===== src/rtl/reg_ctx_pkg.sv =====
// Shared definitions for the register context engine.
// Holds the state encoding of the save/restore sequencer and the register
// heap geometry defaults, so the heap and the engine agree on sizes.
package reg_ctx_pkg;

  localparam int HEAP_DATA_W = 16;
  localparam int HEAP_ADDR_W = 4;
  localparam int HEAP_NREGS  = 2 ** HEAP_ADDR_W;

  typedef enum logic [1:0] {
    IDLE    = 2'd0,
    SAVE    = 2'd1,
    RESTORE = 2'd2,
    DONE    = 2'd3
  } ctx_state_t;

endpackage


===== src/rtl/ctx_stack_mem.sv =====
// Context stack storage: DEPTH*NREGS words of DATA_W bits.
// Ports:
//   CLK    in   clock, rising edge
//   we     in   write enable (synchronous)
//   waddr  in   write address {context index, reg index}
//   wdata  in   write data
//   raddr  in   read address {context index, reg index}
//   rdata  out  read data, combinational from raddr
// No reset: stacked contents are don't-care until written by a save.
module ctx_stack_mem #(
  parameter int DATA_W = 16,
  parameter int AW     = 6,
  parameter int WORDS  = 64
) (
  input  logic              CLK,
  input  logic              we,
  input  logic [AW-1:0]     waddr,
  input  logic [DATA_W-1:0] wdata,
  input  logic [AW-1:0]     raddr,
  output logic [DATA_W-1:0] rdata
);

  logic [DATA_W-1:0] mem [WORDS];

  always_ff @(posedge CLK) begin
    if (we) begin
      mem[waddr] <= wdata;
    end
  end

  assign rdata = mem[raddr];

endmodule


===== src/rtl/reg_context_engine.sv =====
// Context save/restore sequencer for the register heap (interrupt entry/exit).
// Save walks every register through heap read port 1 and pushes the values
// onto a LIFO context stack; restore pops the newest context and writes it
// back through the heap write port.
// Ports:
//   CLK, RST (async, active-low)
//   save_i, restore_i        request pulses, honoured in IDLE only
//   busy_o, done_o, err_o    status; done_o/err_o are one-cycle pulses
//   full_o, empty_o, level_o stack occupancy
//   rdreg_o / rdata_i        heap read port 1 (rdata_i combinational)
//   regwrite_o, wrreg_o, wdata_o  heap write port (registered)
//
// state   | meaning
// IDLE    | waiting for a request, heap ports released
// SAVE    | rdreg_o = idx, capture rdata_i into stack slot `level`
// RESTORE | registered write of stack slot `level-1`, register idx
// DONE    | done_o pulse, level already updated
module reg_context_engine
  import reg_ctx_pkg::*;
#(
  parameter int DATA_W = HEAP_DATA_W,
  parameter int ADDR_W = HEAP_ADDR_W,
  parameter int NREGS  = HEAP_NREGS,
  parameter int DEPTH  = 4,
  parameter int LVL_W  = $clog2(DEPTH) + 1
) (
  input  logic              CLK,
  input  logic              RST,
  input  logic              save_i,
  input  logic              restore_i,
  output logic              busy_o,
  output logic              done_o,
  output logic              err_o,
  output logic              full_o,
  output logic              empty_o,
  output logic [LVL_W-1:0]  level_o,
  output logic [ADDR_W-1:0] rdreg_o,
  input  logic [DATA_W-1:0] rdata_i,
  output logic              regwrite_o,
  output logic [ADDR_W-1:0] wrreg_o,
  output logic [DATA_W-1:0] wdata_o
);

  localparam int CTX_W = (DEPTH > 1) ? $clog2(DEPTH) : 1;

  ctx_state_t        state, state_nxt;
  logic [ADDR_W-1:0] idx;
  logic [LVL_W-1:0]  level;
  logic              full, empty;
  logic              last_idx;
  logic              req_save_ok, req_restore_ok, req_err;
  logic [CTX_W-1:0]  top_ctx;
  logic [ADDR_W-1:0] rd_idx;
  logic              mem_we;
  logic [DATA_W-1:0] mem_rdata;

  assign full     = (level == LVL_W'(DEPTH));
  assign empty    = (level == '0);
  assign last_idx = (idx == ADDR_W'(NREGS - 1));
  assign top_ctx  = CTX_W'(level - LVL_W'(1));

  assign req_save_ok    = save_i && !restore_i && !full;
  assign req_restore_ok = restore_i && !save_i && !empty;
  // Any request that is not accepted (busy, conflicting, over/underflow) is
  // reported one cycle later.
  assign req_err = (state == IDLE) ?
                   ((save_i || restore_i) && !req_save_ok && !req_restore_ok) :
                   (save_i || restore_i);

  assign level_o = level;
  assign full_o  = full;
  assign empty_o = empty;

  ctx_stack_mem #(
    .DATA_W (DATA_W),
    .AW     (CTX_W + ADDR_W),
    .WORDS  (DEPTH * NREGS)
  ) u_stack (
    .CLK   (CLK),
    .we    (mem_we),
    .waddr ({level[CTX_W-1:0], idx}),
    .wdata (rdata_i),
    .raddr ({top_ctx, rd_idx}),
    .rdata (mem_rdata)
  );

  always_ff @(posedge CLK or negedge RST) begin
    if (!RST) begin
      state <= IDLE;
    end else begin
      state <= state_nxt;
    end
  end

  always_comb begin
    state_nxt = state;
    case (state)
      IDLE: begin
        if (req_save_ok) begin
          state_nxt = SAVE;
        end else if (req_restore_ok) begin
          state_nxt = RESTORE;
        end
      end
      SAVE:    if (last_idx) state_nxt = DONE;
      RESTORE: if (last_idx) state_nxt = DONE;
      DONE:    state_nxt = IDLE;
      default: state_nxt = IDLE;
    endcase
  end

  always_comb begin
    busy_o  = 1'b0;
    done_o  = 1'b0;
    rdreg_o = '0;
    mem_we  = 1'b0;
    rd_idx  = '0;
    case (state)
      SAVE: begin
        busy_o  = 1'b1;
        rdreg_o = idx;
        mem_we  = 1'b1;
      end
      RESTORE: begin
        busy_o = 1'b1;
        // Fetch the word for the next registered write.
        rd_idx = idx + ADDR_W'(1);
      end
      DONE: begin
        busy_o = 1'b1;
        done_o = 1'b1;
      end
      default: ;
    endcase
  end

  // Datapath: idx/level counters and the registered heap write port.
  // During RESTORE, idx always equals wrreg_o (the write on the bus now).
  always_ff @(posedge CLK or negedge RST) begin
    if (!RST) begin
      idx        <= '0;
      level      <= '0;
      err_o      <= 1'b0;
      regwrite_o <= 1'b0;
      wrreg_o    <= '0;
      wdata_o    <= '0;
    end else begin
      err_o <= req_err;
      case (state)
        IDLE: begin
          idx <= '0;
          if (req_restore_ok) begin
            regwrite_o <= 1'b1;
            wrreg_o    <= '0;
            wdata_o    <= mem_rdata;
          end
        end
        SAVE: begin
          if (last_idx) begin
            idx   <= '0;
            level <= level + LVL_W'(1);
          end else begin
            idx <= idx + ADDR_W'(1);
          end
        end
        RESTORE: begin
          if (last_idx) begin
            idx        <= '0;
            level      <= level - LVL_W'(1);
            regwrite_o <= 1'b0;
            wrreg_o    <= '0;
            wdata_o    <= '0;
          end else begin
            idx     <= rd_idx;
            wrreg_o <= rd_idx;
            wdata_o <= mem_rdata;
          end
        end
        default: idx <= '0;
      endcase
    end
  end

endmodule


===== config.mk =====
export PLATFORM = sky130hd
export DESIGN_NAME = reg_context_engine
export DESIGN_NICKNAME = d
export VERILOG_FILES = /design/src/rtl/reg_ctx_pkg.sv /design/src/rtl/ctx_stack_mem.sv /design/src/rtl/reg_context_engine.sv
export SDC_FILE = /design/constraint.sdc
export NUM_CORES = 1
export LEC_CHECK = 0
export ABC_AREA = 1
export CAP_MARGIN = 15
export CORE_MARGIN = 1
export CORE_UTILIZATION = 30
export DETAILED_ROUTE_END_ITERATION = 10
export PLACE_DENSITY = 0.55
export RECOVER_POWER = 100
export SLEW_MARGIN = 20
export SYNTH_ARGS = -nofsm -noshare
export SYNTH_HDL_FRONTEND = slang
export SYNTH_SLANG_ARGS = --single-unit

===== constraint.sdc =====
create_clock -name CLK -period 2.51 [get_ports CLK]
set_input_delay 0.6275 -clock CLK [delete_from_list [all_inputs] [get_ports CLK]]
set_output_delay 0.6275 -clock CLK [all_outputs]
set_load 0.01 [all_outputs]

==> run_results.csv <==
group,metric,value,unit
die,die_y,379.7,um
synthesis,seq_area_frac_synth,73.67,%
die,core,141600,sq um
critical_path,path_buf_inv,3,
run_status,failed_checks,"capacitance limit, slew limit",
final_layout,drive_gt1_share,13.81,%
pwr,peakVddDrop,0.7132,mV
critical_path,path_class,"reg -> reg",
critical_path,crit_path_start_kind,"flop",
timing,fin_skew,0.03358,ns
die,initial_core_util,30.23,%
route,firstDrtPassIters,6,
placement,dpl_worst_slack,-0.2973,ns
grt,grt-ovfl-total,0,
hold_path,hp-class,"reg -> reg",
timing,maxSlewViolCount,644,
critical_path,reg2reg_depth,13,
synthesis,ys_types,25,
synthesis,yosysWarnings,0,
final_layout,final_common_cell,"nand3_1",
critical_path,critical_path.top_delay_family,"simple AND/OR/NAND/NOR gates",
grt,grt_start_max_net_pins,87,
die,dieArea,144200,sq um
critical_path,crit_start,"state[1]$_DFFE_PN0P_",
clock_tree,cts.path.max_buffers,3,
timing,rsz0062_at_grt,"true",
job,max-cap-violations,13,
hold_path,hold_end,"wrreg_o[0]$_DFFE_PN0P_",
clock_tree,clk_latency,0.70,ns
timing,holdWs,0.5042,ns
critical_path,worst-path-stages,13,
route,wl,135300,um
critical_path,cp_common_cell,"nand3_1",
critical_path,r2r_start,"state[1]$_DFFE_PN0P_",
grt,antenna_found_initial,4,
route,num_vias,29310,
timing,worstMarginPinSlew,1.999,ns
grt,use_met1,25.45,%
die,die_x,379.7,um
die,rows,138,
critical_path,cp_data_arrival_time,3.06,ns
synthesis,netlist_area,42790,sq um
critical_path,required,3.10,ns
critical_path,r2r_end,"wdata_o[4]$_DFFE_PN0P_",
final_layout,nets,3770,
placement,hpwl,76900,um
synthesis,ys_seq_elements,1055,
grt,met3_usage,3.081,%
final_layout,final_cell_mix,"1093 x nand3_1, 1024 x edfxtp_1, 893 x nand2_1",
critical_path,path_cells,"ha_4 > buf_12 > nand2_8 > clkinv_16 > buf_12 > nand2_1 > nand3_1 > nand3_1 > nand3_1 > nand3_1 > nand3_2 > nand3_1 > nand2_1",
pwr,p_per_area,964.2,nW/um^2
final_layout,area_delta_synth_final,22.09,%
final_layout,diodes,0,
grt,grtUsageTotal,18.04,%
timing,fmax,0.4048,GHz
timing,hold_violations,0,
clock_tree,cts_buffers,112,
critical_path,crit_fanout,28,
final_layout,seq_area,31530,sq um
timing,timing.slew.headroom,-33.27,%
hold_path,hold-path-cell-count,2,
grt,met2_usage,28.02,%
timing,setup_violations,0,
timing,period_share,98.41,%
grt,first_global_vias,27650,
synthesis,syn_inst,3551,
run_status,status,"finished, violations left",
route,route.detailed.drc,0,
clock_tree,cts-root-buf,"clkbuf_16",
critical_path,r2r_slack,0.04,ns
timing,post-route-min-period,2.470,ns
synthesis,syn_nets,3581,
route,avgRoutedWirePerCell,23.64,um
synthesis,synthFlopType,"edfxtp_1",
route,antenna_left,0,
critical_path,cp_slowest_cell,"dfrtp_1",
placement,globalplace.congestion,0.8673,
synthesis,syn_area_per_cell,12.05,sq um
critical_path,max_stage_delay,0.42,ns
route,vias_per_cell,5.123,
synthesis,synth_edf_count,1024,
pwr,power.total,50.38,mW
hold_path,hold_start,"wrreg_o[0]$_DFFE_PN0P_",
timing,setup_ws,0.03994,ns
clock_tree,clk_pin_slew,0.06,ns
grt,grt_first_pass_wirelength,194100,um
grt,top_usage_layer,"met2",
synthesis,async_flop_share,2.938,%
die,pin_count,53,
final_layout,fillers,13650,
route,drt_iter0_markers,3588,
clock_tree,clock_sinks,1055,
critical_path,critPathCaptureType,"flop",
clock_tree,cts_tree,"built",
final_layout,multi_input_area,10450,sq um
clock_tree,htreeDepth,3,
placement,portBuffers,52,
pwr,leakagePower,18.24,nW
## where the power goes
part	total [mW]	internal (mW)	switching, mW
Sequential	20.0	19.7	0.293
Clock	16.0	9.12	6.86
Combinational	14.4	5.19	9.23
Total	50.4	34.0	16.4
## kinds of logic (layout without fill, tap and decap cells)
group,Yosys count,in the layout,synth area share [%]
and+or+nand+nor,2127,2128,22.09
DFF,1055,1055,73.67
buffers and inverters,279,558,2.988
AOI/OAI and AO/OA,78,78,0.9181
adders and majority gates,10,10,0.2924
xor gates and xnor gates,2,2,0.04094
## synth_stat cells (all sizes together), types with 2 or more instances
| library cell | count | share of area (%) |
|---|---|---|
| a21oi | 68 | 0.80 |
| buf | 173 | 2.1 |
| clkbuf | 76 | 0.67 |
| dfrtp | 31 | 1.8 |
| edfxtp | 1024 | 72 |
| ha | 10 | 0.29 |
| inv | 29 | 0.26 |
| nand2 | 895 | 7.9 |
| nand3 | 1150 | 13 |
| nor2 | 77 | 0.68 |
| o21ai | 9 | 0.11 |
| or2 | 2 | 0.029 |
| xor2 | 2 | 0.041 |
## worst min-delay path, stage by stage (launching register included)
cell,delay (ns)
dfrtp_1,0.35
nand2_1,0.05
o21ai_0,0.06
## how the worst max path moves through the flow
stage                                        endpoint  slack (ns)
final                          wdata_o[4]$_DFFE_PN0P_        0.04
after global placement         wdata_o[7]$_DFFE_PN0P_       -0.34
after global routing          wdata_o[14]$_DFFE_PN0P_       -0.04
after floorplan           u_stack.mem[0][0]$_DFFE_PP_       -0.16
after CTS                      wdata_o[3]$_DFFE_PN0P_       -0.03
after detailed placement       wdata_o[7]$_DFFE_PN0P_       -0.30
## sequential cells by signal (all words and copies together) (netlist names)
name	count
wdata_o	16
idx	4
state	2
u_stack.mem	1024
level_o	3
wrreg_o	4
err_o	1
regwrite_o	1
## metrics by stage
step | setup TNS [ns] | utilization, % | instances | cell area [sq um]
finish | 0 | 36.90 | 5721 | 52250
global route | -0.09600 | 36.90 | 5721 | 52250
CTS | -0.06044 | 36.66 | 5704 | 51910
detailed placement | -1.456 | 33.87 | 5486 | 47950
global placement | -1.478 | 33.87 | 5486 | 47950
floorplan | -47.16 | - | 3551 | 42820
## timing repair
| item | 4_1_cts | 5_1_grt |
|---|---|---|
| endpoints found under the hold margin | 4 | 0 |
| setup buffers | 7 | 10 |
| cloned | 6 | 7 |
| hold buffers | 1 | 0 |
| endpoints found under the setup margin | 24 | 18 |
| pin swaps | 4 | 7 |
| resized for setup | 63 | 68 |
## routing by layer
| layer | up-vias | part of all wire, % |
|---|---|---|
| li1 | 13210 | - |
| met4 | 2 | 3.1 |
| met2 | 1170 | 46 |
| met1 | 14740 | 43 |
| met3 | 188 | 7.9 |
| met5 | - | 0.0081 |
## area by class of cell
cell class,instances,area share (%)
multi-input cells,2218,20.00
repair buffers,323,8.104
clock inverters,58,0.8765
inverters,30,0.3089
well taps,1890,4.526
clock buffers,147,5.834
flip-flops and latches,1055,60.35
Power figures use the tool's default switching activity.
